--- config.mk ---
export PLATFORM = sky130hd
export DESIGN_NAME = ram_bank_arbiter_flat
export DESIGN_NICKNAME = d
export VERILOG_FILES = /design/src/rtl/ram_ctrl_pkg.sv /design/src/rtl/ram_bank_arbiter_if.sv /design/src/rtl/rr_arbiter.sv /design/src/rtl/ram_bank_arbiter.sv /design/src/flat_wrapper.sv
export SDC_FILE = /design/constraint.sdc
export NUM_CORES = 1
export LEC_CHECK = 0
export CAP_MARGIN = 20
export CORE_MARGIN = 8
export CORE_UTILIZATION = 33
export CTS_CLUSTER_SIZE = 28
export DETAILED_ROUTE_END_ITERATION = 10
export MAX_ROUTING_LAYER = met4
export PLACE_DENSITY_LB_ADDON = 0.25
export SLEW_MARGIN = 20
export SYNTH_ARGS = -nofsm -noshare
export SYNTH_HDL_FRONTEND = slang
export SYNTH_HIERARCHICAL = 1
export SYNTH_SLANG_ARGS = --single-unit
--- constraint.sdc ---
create_clock -name clk -period 2.6 [get_ports clk]
set_input_delay 0.52 -clock clk [delete_from_list [all_inputs] [get_ports clk]]
set_output_delay 0.52 -clock clk [all_outputs]
set_load 0.02 [all_outputs]
--- src/rtl/ram_ctrl_pkg.sv ---
// Shared types, default sizes and address-decode helpers for the RAM bank arbiter.
// Holds the default bank geometry, derived address widths, the bank/row/address
// typedefs and bank_of()/row_of() for splitting a flat word address.
package ram_ctrl_pkg;

  localparam int unsigned DEF_RAM_WIDTH    = 8;
  localparam int unsigned DEF_RAM_DEPTH    = 256;
  localparam int unsigned DEF_N_REQUESTORS = 2;
  localparam int unsigned DEF_N_BANKS      = 2;

  localparam int unsigned BANK_BW = $clog2(DEF_N_BANKS);
  localparam int unsigned ROW_BW  = $clog2(DEF_RAM_DEPTH);
  localparam int unsigned ADDR_BW = ROW_BW + BANK_BW;

  typedef logic [BANK_BW-1:0] bank_idx_t;
  typedef logic [ROW_BW-1:0]  row_addr_t;
  typedef logic [ADDR_BW-1:0] req_addr_t;

  // Low-order interleave: the bottom address bits select the bank.
  function automatic bank_idx_t bank_of(input req_addr_t addr);
    return addr[BANK_BW-1:0];
  endfunction

  function automatic row_addr_t row_of(input req_addr_t addr);
    return addr[ADDR_BW-1:BANK_BW];
  endfunction

endpackage

--- src/rtl/ram_bank_arbiter_if.sv ---
// Requester-facing bus of the RAM bank arbiter.
// master: requester side (drives req_*, receives req_ready and rsp_*).
// slave : arbiter side.
interface ram_bank_arbiter_if
  import ram_ctrl_pkg::*;
#(
  parameter int unsigned N_REQ  = DEF_N_REQUESTORS,
  parameter int unsigned ADDR_W = ADDR_BW,
  parameter int unsigned DATA_W = DEF_RAM_WIDTH
);

  logic [N_REQ-1:0]             req_valid;
  logic [N_REQ-1:0]             req_wen;
  logic [N_REQ-1:0][ADDR_W-1:0] req_addr;
  logic [N_REQ-1:0][DATA_W-1:0] req_wdata;
  logic [N_REQ-1:0]             req_ready;
  logic [N_REQ-1:0]             rsp_valid;
  logic [N_REQ-1:0][DATA_W-1:0] rsp_data;

  modport master (
    output req_valid, req_wen, req_addr, req_wdata,
    input  req_ready, rsp_valid, rsp_data
  );

  modport slave (
    input  req_valid, req_wen, req_addr, req_wdata,
    output req_ready, rsp_valid, rsp_data
  );

endinterface

--- src/rtl/rr_arbiter.sv ---
// Combinational round-robin picker: first requester at or after ptr, wrapping.
// Ports: req (request vector), ptr (search start), gnt (one-hot grant),
//        gnt_idx (index of the granted requester, 0 when none).
module rr_arbiter #(
  parameter  int unsigned N  = 2,
  localparam int unsigned IW = $clog2(N)
) (
  input  logic [N-1:0]  req,
  input  logic [IW-1:0] ptr,
  output logic [N-1:0]  gnt,
  output logic [IW-1:0] gnt_idx
);

  logic          found;
  logic [IW-1:0] cur;

  always_comb begin
    gnt     = '0;
    gnt_idx = '0;
    found   = 1'b0;
    cur     = '0;
    for (int unsigned k = 0; k < N; k++) begin
      cur = IW'((32'(ptr) + k) % N);
      if (!found && req[cur]) begin
        found      = 1'b1;
        gnt[cur]   = 1'b1;
        gnt_idx    = cur;
      end
    end
  end

endmodule

--- src/rtl/ram_bank_arbiter.sv ---
// Shares interleaved single-port RAM banks between several requesters.
// Ports: clk, rst (async, active high); bus (requester handshake + read
//        response, slave side); ram_cen/ram_wen/ram_addr/ram_din per bank
//        toward the RAMs; ram_dout per bank, valid the cycle after a read.
// Grant and RAM-side outputs are combinational; read responses come from
// per-requester tags registered at grant time.
module ram_bank_arbiter
  import ram_ctrl_pkg::*;
#(
  parameter  int unsigned RAM_WIDTH    = DEF_RAM_WIDTH,
  parameter  int unsigned RAM_DEPTH    = DEF_RAM_DEPTH,
  parameter  int unsigned N_REQUESTORS = DEF_N_REQUESTORS,
  parameter  int unsigned N_BANKS      = DEF_N_BANKS,
  localparam int unsigned BANK_W       = $clog2(N_BANKS),
  localparam int unsigned ROW_W        = $clog2(RAM_DEPTH),
  localparam int unsigned ADDR_W       = ROW_W + BANK_W,
  localparam int unsigned REQ_IW       = $clog2(N_REQUESTORS)
) (
  input  logic                              clk,
  input  logic                              rst,
  ram_bank_arbiter_if.slave                 bus,
  output logic [N_BANKS-1:0]                ram_cen,
  output logic [N_BANKS-1:0]                ram_wen,
  output logic [N_BANKS-1:0][ROW_W-1:0]     ram_addr,
  output logic [N_BANKS-1:0][RAM_WIDTH-1:0] ram_din,
  input  logic [N_BANKS-1:0][RAM_WIDTH-1:0] ram_dout
);

  logic [N_REQUESTORS-1:0][BANK_W-1:0]  req_bank;
  logic [N_REQUESTORS-1:0][ROW_W-1:0]   req_row;
  logic [N_BANKS-1:0][N_REQUESTORS-1:0] cand;
  logic [N_BANKS-1:0][N_REQUESTORS-1:0] gnt;
  logic [N_BANKS-1:0][REQ_IW-1:0]       gnt_idx;
  logic [N_BANKS-1:0]                   bank_act;
  logic [N_BANKS-1:0][REQ_IW-1:0]       rr_ptr_q, rr_ptr_d;
  logic [N_REQUESTORS-1:0]              ready_c;
  logic [N_REQUESTORS-1:0]              tag_vld_q, tag_vld_d;
  logic [N_REQUESTORS-1:0][BANK_W-1:0]  tag_bank_q, tag_bank_d;

  // Address decode and per-bank candidate sets.
  always_comb begin
    req_bank = '0;
    req_row  = '0;
    cand     = '0;
    for (int unsigned r = 0; r < N_REQUESTORS; r++) begin
      req_bank[r] = bus.req_addr[r][BANK_W-1:0];
      req_row[r]  = bus.req_addr[r][ADDR_W-1:BANK_W];
    end
    for (int unsigned b = 0; b < N_BANKS; b++) begin
      for (int unsigned r = 0; r < N_REQUESTORS; r++) begin
        cand[b][r] = bus.req_valid[r] && (req_bank[r] == BANK_W'(b));
      end
    end
  end

  // One arbiter per bank; pointer state lives here.
  for (genvar gb = 0; gb < N_BANKS; gb++) begin : g_bank
    rr_arbiter #(
      .N (N_REQUESTORS)
    ) u_arb (
      .req     (cand[gb]),
      .ptr     (rr_ptr_q[gb]),
      .gnt     (gnt[gb]),
      .gnt_idx (gnt_idx[gb])
    );
  end

  // Grant fan-out to requesters and bank ports; reset blocks all grants.
  always_comb begin
    ready_c  = '0;
    bank_act = '0;
    ram_cen  = '0;
    ram_wen  = '0;
    ram_addr = '0;
    ram_din  = '0;
    for (int unsigned b = 0; b < N_BANKS; b++) begin
      if (!rst && (|gnt[b])) begin
        bank_act[b] = 1'b1;
        ready_c     = ready_c | gnt[b];
        ram_cen[b]  = 1'b1;
        ram_wen[b]  = bus.req_wen[gnt_idx[b]];
        ram_addr[b] = req_row[gnt_idx[b]];
        ram_din[b]  = bus.req_wdata[gnt_idx[b]];
      end
    end
  end

  assign bus.req_ready = ready_c;

  // Pointer advance past the winner; read tags for next-cycle return.
  always_comb begin
    rr_ptr_d   = rr_ptr_q;
    tag_vld_d  = '0;
    tag_bank_d = '0;
    for (int unsigned b = 0; b < N_BANKS; b++) begin
      if (bank_act[b]) begin
        rr_ptr_d[b] = (gnt_idx[b] == REQ_IW'(N_REQUESTORS - 1)) ? '0 : gnt_idx[b] + 1'b1;
      end
    end
    for (int unsigned r = 0; r < N_REQUESTORS; r++) begin
      tag_vld_d[r]  = ready_c[r] && !bus.req_wen[r];
      tag_bank_d[r] = req_bank[r];
    end
  end

  always_ff @(posedge clk or posedge rst) begin
    if (rst) begin
      rr_ptr_q   <= '0;
      tag_vld_q  <= '0;
      tag_bank_q <= '0;
    end else begin
      rr_ptr_q   <= rr_ptr_d;
      tag_vld_q  <= tag_vld_d;
      tag_bank_q <= tag_bank_d;
    end
  end

  // Route the tagged bank's read data back to the requester.
  always_comb begin
    bus.rsp_valid = tag_vld_q;
    bus.rsp_data  = '0;
    for (int unsigned r = 0; r < N_REQUESTORS; r++) begin
      if (tag_vld_q[r]) begin
        bus.rsp_data[r] = ram_dout[tag_bank_q[r]];
      end
    end
  end

endmodule

--- src/flat_wrapper.sv ---
// flat-port wrapper written by rule: the top's interface ports become plain ports
module ram_bank_arbiter_flat import ram_ctrl_pkg::*;
#(
  parameter  int unsigned RAM_WIDTH    = DEF_RAM_WIDTH,
  parameter  int unsigned RAM_DEPTH    = DEF_RAM_DEPTH,
  parameter  int unsigned N_REQUESTORS = DEF_N_REQUESTORS,
  parameter  int unsigned N_BANKS      = DEF_N_BANKS,
  localparam int unsigned BANK_W       = $clog2(N_BANKS),
  localparam int unsigned ROW_W        = $clog2(RAM_DEPTH),
  localparam int unsigned ADDR_W       = ROW_W + BANK_W,
  localparam int unsigned REQ_IW       = $clog2(N_REQUESTORS)
)
  (clk, rst, ram_cen, ram_wen, ram_addr, ram_din, ram_dout, bus_req_valid, bus_req_wen, bus_req_addr, bus_req_wdata, bus_req_ready, bus_rsp_valid, bus_rsp_data);
  ram_bank_arbiter_if #(.N_REQ((DEF_N_REQUESTORS)), .ADDR_W(ADDR_BW), .DATA_W((DEF_RAM_WIDTH))) bus_i ();
  input  logic clk;
  input  logic rst;
  output logic [N_BANKS-1:0] ram_cen;
  output logic [N_BANKS-1:0] ram_wen;
  output logic [N_BANKS-1:0][ROW_W-1:0] ram_addr;
  output logic [N_BANKS-1:0][RAM_WIDTH-1:0] ram_din;
  input  logic [N_BANKS-1:0][RAM_WIDTH-1:0] ram_dout;
  input wire logic [$bits(bus_i.req_valid)-1:0] bus_req_valid;
  input wire logic [$bits(bus_i.req_wen)-1:0] bus_req_wen;
  input wire logic [$bits(bus_i.req_addr)-1:0] bus_req_addr;
  input wire logic [$bits(bus_i.req_wdata)-1:0] bus_req_wdata;
  output wire logic [$bits(bus_i.req_ready)-1:0] bus_req_ready;
  output wire logic [$bits(bus_i.rsp_valid)-1:0] bus_rsp_valid;
  output wire logic [$bits(bus_i.rsp_data)-1:0] bus_rsp_data;
  assign bus_i.req_valid = bus_req_valid;
  assign bus_i.req_wen = bus_req_wen;
  assign bus_i.req_addr = bus_req_addr;
  assign bus_i.req_wdata = bus_req_wdata;
  assign bus_req_ready = bus_i.req_ready;
  assign bus_rsp_valid = bus_i.rsp_valid;
  assign bus_rsp_data = bus_i.rsp_data;
  ram_bank_arbiter #(.RAM_WIDTH(RAM_WIDTH), .RAM_DEPTH(RAM_DEPTH), .N_REQUESTORS(N_REQUESTORS), .N_BANKS(N_BANKS)) u_core (.clk(clk), .rst(rst), .bus(bus_i), .ram_cen(ram_cen), .ram_wen(ram_wen), .ram_addr(ram_addr), .ram_din(ram_din), .ram_dout(ram_dout));
endmodule
======== Yosys cells after proc, flatten, opt, wreduce, memory -nomap -nowiden ========
Index checks and enable logic that the tools add are counted.
W data, S select, Z words.
word-level totals
  bits in writable memories ............... 0
  bits in latches ......................... 0
  bits in registers ....................... 6
  memories ................................ 0
  memory bits (read-only) ................. 0
operators by class
  $mul .................................... 0
  bitwise logic cells ..................... 5
  reductions and logical operators ........ 21
  eq/ne operators ......................... 0
  add/subtract/negate cells ............... 4
  divide/modulo/power cells ............... 0
  shift-type cells ........................ 0
  $lt $le $gt $ge ......................... 12
  muxes and demuxes ....................... 56
operator list
  operator               number
  $mux W8                18
  $mux W1                28
  $lt A1 B2 Y1 const B   8
  $logic_and A1 B1 Y1    14
  $mux W2                6
  $or A2 B2 Y2           3
  $logic_not A1 Y1       5
  $add A1 B1 Y1 const B  4
  $demux W1 S1           4
  $ge A1 B1 Y1 const B   4
  $reduce_or A2 Y1       2
  $not A1 Y1             2

======== Longest topological paths before layout ========
Gate-level depths: netlist (run 1).
  depth in word-level cells ............... 14
  depth in mapped cells ................... 6
  gate-level depth less buffers ........... 4

======== By module ========
The synthesis (run 1) kept the hierarchy.
modules (own cells, without submodules)
  module            area each (um2)  cells an instance  times used  sequential area each (um2)
  ram_bank_arbiter  1102.3           133                1           150.1
  rr_arbiter        30.0             4                  2           0.0

======== Worst setup path after synthesis (run 1) ========
Ideal clock, no wire load.
  path type ............................... input port to output port
  start point ............................. input port bus_req_valid[1]
  end point ............................... output port ram_addr[5] (netlist name)
  setup slack ............................. 0.465 ns
  required time ........................... 2.080 ns
  arrival time ............................ 1.615 ns
  stages .................................. 5
  path through ............................ nor2b_1 a21boi_1 o21bai_4 buf_8 nor2_1
RTL lines
  what             line                source
  start, declared  flat_wrapper.sv:22  input wire logic [$bits(bus_i.req_valid)-1:0] bus_req_valid;
  end, declared    flat_wrapper.sv:19  output logic [N_BANKS-1:0][ROW_W-1:0] ram_addr;

==> results of run 1 <==
worst register-to-register path: stages, from the launching register on:
cell	delay [ps]
dfrtp_1	410
inv_1	140
a21boi_2	100
o21bai_4	190
buf_4	180
buf_4	110
mux2i_1	160
state kept, by name, indices dropped and copies added (netlist names):
register,cells
u_core/bus.rsp_valid,2
u_core/rr_ptr_q,2
u_core/tag_bank_q,2
timing repair:
item,4_1_cts,5_1_grt
setup buffers,6,5
gates resized for setup,88,57
pin swaps,2,1
gates cloned,0,4
setup endpoints to repair,38,37
cell usage in the layout (no fill, tap or decap):
master / netlist / final
dlygate4sd2_1: 0 / 1
inv_1: 7 / 7
clkbuf_16: 0 / 3
mux2i_2: 0 / 2
buf_6: 2 / 2
nor2_1: 38 / 38
mux2i_1: 52 / 50
a21boi_2: 2 / 1
clkdlybuf4s50_1: 0 / 70
dlymetal6s2s_1: 0 / 3
o21bai_4: 2 / 2
clkbuf_4: 0 / 3
buf_12: 0 / 2
clkdlybuf4s15_2: 0 / 3
buf_2: 0 / 16
a21boi_4: 0 / 5
clkbuf_2: 0 / 16
nor2b_1: 18 / 16
buf_4: 2 / 20
nor3_1: 2 / 2
nor2b_4: 0 / 2
dfrtp_1: 6 / 6
and2_4: 0 / 2
clkdlybuf4s15_1: 0 / 2
cell type report:
type / count / area (um2)
clock buffers: 3 / 22.5
fillers: 294 / 890
inverters: 7 / 26.3
multi-input cells: 120 / 968
flip-flops and latches: 6 / 150
well taps: 46 / 57.6
repair buffers: 138 / 1250
synthesized netlist by cell type:
cell type	instances	share of area, %
a21boi_1	4	2.6
a21boi_2	2	1.9
buf_8	4	5.2
buf_4	2	1.3
buf_6	2	1.9
nor2_1	38	12
nor2b_1	18	9.7
dfrtp_1	6	13
o21bai_4	2	3.2
nor3_1	2	0.86
mux2i_1	52	45
inv_1	7	2.3
and2_1	2	1.1
worst paths after layout:
path,slack (ps),cells past startpoint,endpoint
max,40,7,ram_din[13]
min,510,1,u_core/tag_bank_q[0]
max reg2reg,1240,6,u_core/rr_ptr_q[1]
min reg2reg,580,2,u_core/rr_ptr_q[1]
max in group asynchronous,1780,2,u_core/bus.rsp_valid[0]
min in group asynchronous,620,2,u_core/tag_bank_q[1]
per-layer routing:
layer  global-route usage (%)  part of all wire [%]  wire length, um  vias up
li1                         -                     -                -      746
met1                     17.9                    40             2040      669
met2                     30.0                    50             2540       77
met3                     2.50                   8.2              416        6
met4                     7.46                   1.6               81        0
met5                        -                     0                0        -
through the flow:
| step | util, % | setup slack [ps] |
|---|---|---|
| 2_1_floorplan | - | 465 |
| 3_3_place_gp | 70.1 | -438 |
| 3_5_place_dp | 70.1 | -525 |
| 4_1_cts | 73.4 | -132 |
| 5_1_grt | 73.5 | -10.2 |
| 6_report | 73.5 | 40.7 |
kinds of logic (layout without fill, tap and decap cells):
logic type	after synthesis	in the layout	synth area share, %
AOI/OAI and AO/OA	8	8	7.75
buffers and inverters	15	148	10.7
DFF	6	6	12.9
muxes	52	52	44.8
and+or+nand+nor	60	60	23.9
power by group through the flow:
stage | logic (uW) | clock network [uW] | registers [uW]
2_1_floorplan | 188 | 0 | 111
3_3_place_gp | 375 | 0 | 118
3_5_place_dp | 379 | 0 | 118
4_1_cts | 386 | 88.2 | 118
5_1_grt | 432 | 93.6 | 119
6_report | 403 | 83.4 | 118
==> flow_summary_export.csv, run 1 <==
group,metric,value,unit
worst_setup_path,critPathKind,"input pin to output pin",
timing,fin_setup_tns,0,ps
clocking,clk_latency,240,ps
power_and_ir_drop,power_density,244,nW/um2
yosys,ys_ff_latch,6,
clocking,htree_levels,1,
worst_setup_path,crit_start,"bus_req_valid[0]",
timing,slew_viol_final,0,
yosys,syn_area,1160,um2
power_and_ir_drop,p_switching,226,uW
power_and_ir_drop,irDropWorstVdd,128,uV
placed_design,dpl_cell_area,2360,um2
clocking,cts_buffers,3,
yosys,syn_inst,141,
power_and_ir_drop,p_int,378,uW
global_route,grt_pass1_wl,7.19,mm
yosys,syn_nets,197,
route,wl_per_cell,15.9,um
yosys,synth.avg_cell_area,8.24,um2
timing,maxClockFrequency,391,MHz
cells_and_area,design_area,2470,um2
clocking,cts_root_buffer,"clkbuf_4",
timing,finalCritPeriodShare,98.4,%
worst_setup_path,slowest_delay,480,ps
cells_and_area,antennaDiodeCount,0,
floorplan,io_pins,112,
run_status,status,"finished, final reports clean",
clocking,clk_path_buf_depth,2,
timing,fin_skew,2.71,ps
hold_path,hold_path_startpoint,"bus_req_addr[0]",
floorplan,coreArea,3360,um2
clocking,cts_tree,"yes",
job,maxCapViolCount,0,
yosys,yosys_warnings,6,
timing,whs,508,ps
floorplan,start_util,34.6,%
floorplan,die_w,75.4,um
cells_and_area,finalNonFillerCells,320,
worst_setup_path,cp_cell_sequence,"clkdlybuf4s50_1 > and2_4 > a21boi_4 > o21bai_4 > buf_4 > nor2_1 > clkdlybuf4s15_2",
worst_setup_path,worst-endpoint-arrival,2040,ps
worst_setup_path,rr_startpoint,"u_core/rr_ptr_q[1]",
route,finalWirelength,5.08,mm
worst_setup_path,cp-start-kind,"input pin",
route,vias_per_cell,4.68,
clocking,hold_buffers,0,
global_route,grt_pass1_vias,1610,
global_route,antenna_found_initial,0,
worst_setup_path,worstSetupEndpointType,"output pin",
clocking,clk_pin_slew,40,ps
worst_setup_path,cp_num_buf_inv,3,
clocking,cts_sinks,6,
global_route,grt_max_degree,19,
route,drc,0,
placed_design,port_buffers,111,
timing,relSlewSlack,70.8,%
floorplan,die_h,75.4,um
global_route,grt_usage,16.8,%
route,num_vias,1498,
timing,hold_viol_final,0,
hold_path,hold_class,"input pin to register",
worst_setup_path,crit_slowest_cell,"clkdlybuf4s50_1",
worst_setup_path,cp_top_family,"buffers and inverters",
power_and_ir_drop,leakage,0.00119,uW
route,drt-pass1-iter-count,4,
placed_design,place_hpwl,3.96,mm
power_and_ir_drop,fin_total_pwr,604,uW
cells_and_area,nNetsFinal,332,
timing,period_needed,2560,ps
yosys,yosys.cell_types.count,13,
worst_setup_path,required,2080,ps
timing,tightest_slew,438,ps
route,final_antenna_net_count,0,
floorplan,rows,21,
power_and_ir_drop,combPwrFrac,66.7,%
power_and_ir_drop,swShare,37.4,%
route,drtIter0Drc,17,
global_route,grt.overflow.total,0,
cells_and_area,area_growth,113,%
power_and_ir_drop,p_seq_share,19.5,%
placed_design,gp_congestion,0.857,
placed_design,dp_cells,302,
yosys,ys_seq_area_share,12.9,%
cells_and_area,drive_gt1_share,28.8,%
power_and_ir_drop,power.share.clock,13.8,%
floorplan,fp.dieArea,5680,um2
worst_setup_path,crit_path_max_fanout,6,
timing,finalSetupViolations,0,
(Power assumes the default switching activity.)
==> run 2: changes to the inputs <==
PLACE_DENSITY_LB_ADDON = 0.15   (was 0.25)
==> run 2 against run 1 <==
  * Design area is 0.10% lower
  * Sequential cell count stayed put
  * Clock power hardly changed
  * Routed wire length is 1.6% lower
  * Sequential share of layout area hardly changed
  * Count of clock-buffer cells in the layout stayed put
  * Cell count is 2.5% lower
  * Sequential power hardly changed
  * Critical path depth stayed put
  * Largest cell class unchanged
==> flow_summary_export.csv, run 2 (synthesis results as in run 1) <==
group,metric,value,unit
clocking,clk_latency,240,ps
timing,finalCritPeriodShare,98.1,%
job,maxCapViolCount,0,
global_route,grt_pass1_vias,1564,
route,final_antenna_net_count,0,
timing,tightest_slew,444,ps
hold_path,min_delay_path_depth,2,
power_and_ir_drop,irDropWorstVdd,120,uV
global_route,antenna_found_initial,0,
floorplan,die_h,75.4,um
floorplan,coreArea,3360,um2
route,wl_met2,2.42,mm
cells_and_area,design_area,2470,um2
floorplan,start_util,34.6,%
placed_design,dp_cells,300,
route,drt-pass1-iter-count,4,
cells_and_area,final_common_cell,"clkdlybuf4s50_1",
worst_setup_path,crit_path_max_fanout,9,
clocking,cts_root_buffer,"clkbuf_4",
worst_setup_path,worst-endpoint-arrival,2030,ps
timing,whs,569,ps
cells_and_area,area_growth,113,%
worst_setup_path,critPathKind,"input pin to output pin",
global_route,grt_usage,16.9,%
cells_and_area,antennaDiodeCount,0,
timing,hold_viol_final,0,
clocking,cts_buffers,3,
clocking,clk_pin_slew,40,ps
timing,maxClockFrequency,392,MHz
cells_and_area,drive_gt1_share,19.5,%
floorplan,fp.dieArea,5680,um2
run_status,status,"finished, final reports clean",
route,dr_wl_met3,447,um
route,top_layer,"met4",
cells_and_area,fillers,301,
timing,slew_viol_final,0,
floorplan,io_pins,112,
cells_and_area,finalNonFillerCells,312,
route,wl_met1,2.07,mm
floorplan,rows,21,
placed_design,dpl_cell_area,2350,um2
clocking,clk_path_buf_depth,2,
power_and_ir_drop,fin_total_pwr,594,uW
route,vias_per_cell,4.78,
global_route,grt_pass1_wl,7.17,mm
cells_and_area,nNetsFinal,324,
clocking,htree_levels,1,
power_and_ir_drop,leakage,0.00120,uW
route,num_vias,1492,
timing,finalSetupViolations,0,
global_route,grt.overflow.total,0,
cells_and_area,fin_util,73.5,%
placed_design,gp_congestion,0.794,
timing,period_needed,2550,ps
route,drc,0,
worst_setup_path,worstSetupEndpointType,"output pin",
route,wl_per_cell,16.0,um
cells_and_area,final_cell_mix,"clkdlybuf4s50_1, mux2i_1, nor2_1",
worst_setup_path,required,2080,ps
clocking,cts_sinks,6,
route,finalWirelength,5.00,mm
worst_setup_path,r2r_cells,5,
global_route,grt_max_degree,20,
placed_design,place_hpwl,4.02,mm
clocking,cts_tree,"yes",
placed_design,port_buffers,111,
timing,fin_skew,1.01,ps
timing,relSlewSlack,70.4,%
power_and_ir_drop,power_density,241,nW/um2
hold_path,hold_class,"register to register",
route,drtIter0Drc,35,
floorplan,die_w,75.4,um
worst_setup_path,cp-start-kind,"input pin",
[run 2: per-layer routing]
layer	up-vias	track usage, %
met1	672	18.9
li1	731	-
met4	0	5.12
met2	85	29.1
met5	-	-
met3	4	3.68
[run 2: cell type report]
type	count	area, um2	area share (%)
Multi-Input combinational cell	120	945	38.2
Timing Repair Buffer	130	1270	51.4
Tap cell	46	57.6	2.33
Clock buffer	3	22.5	0.911
Inverter	7	26.3	1.06
Sequential cell	6	150	6.08
[run 2: worst max-delay path: stages]
cell	delay, ps
dlygate4sd2_1	280
and2_2	220
a21boi_4	230
buf_12	180
mux2i_1	210
nor2_1	60
dlygate4sd2_1	320
[run 2: timing repair]
action,CTS,global route
endpoints found under the setup margin,38,22
buffers inserted,6,0
hold buffers,0,0
pin swaps,1,1
resized for setup,91,17
gates cloned,2,1
[run 2: through the flow]
| step | setup TNS (ps) | worst slack [ps] |
|---|---|---|
| after CTS | 0 | 12.7 |
| after detailed placement | -16030 | -490 |
| after global placement | -14850 | -437 |
| final | 0 | 48.1 |
| after floorplan | 0 | 465 |
| after global routing | -69.9 | -14.7 |
[run 2: path summary, 6_finish.rpt]
check	from	endpoint	slack, ps
worst min register to register	u_core/rr_ptr_q[0]	u_core/rr_ptr_q[0]	570
max in group asynchronous	rst	u_core/bus.rsp_valid[0]	1760
worst min-delay path	u_core/rr_ptr_q[0]	u_core/rr_ptr_q[0]	570
worst max register to register	u_core/rr_ptr_q[1]	u_core/rr_ptr_q[1]	1300
min in group asynchronous	rst	u_core/tag_bank_q[0]	640
worst max-delay path	bus_req_addr[0]	ram_din[11]	50
[run 2: power breakdown]
part           internal [uW]  total, uW  switching [uW]  leakage [uW]
clock                   52.0       83.2            31.1     0.0000138
sequential               102        116            14.2     0.0000708
combinational            221        395             175       0.00111
total                    374        594             220       0.00120
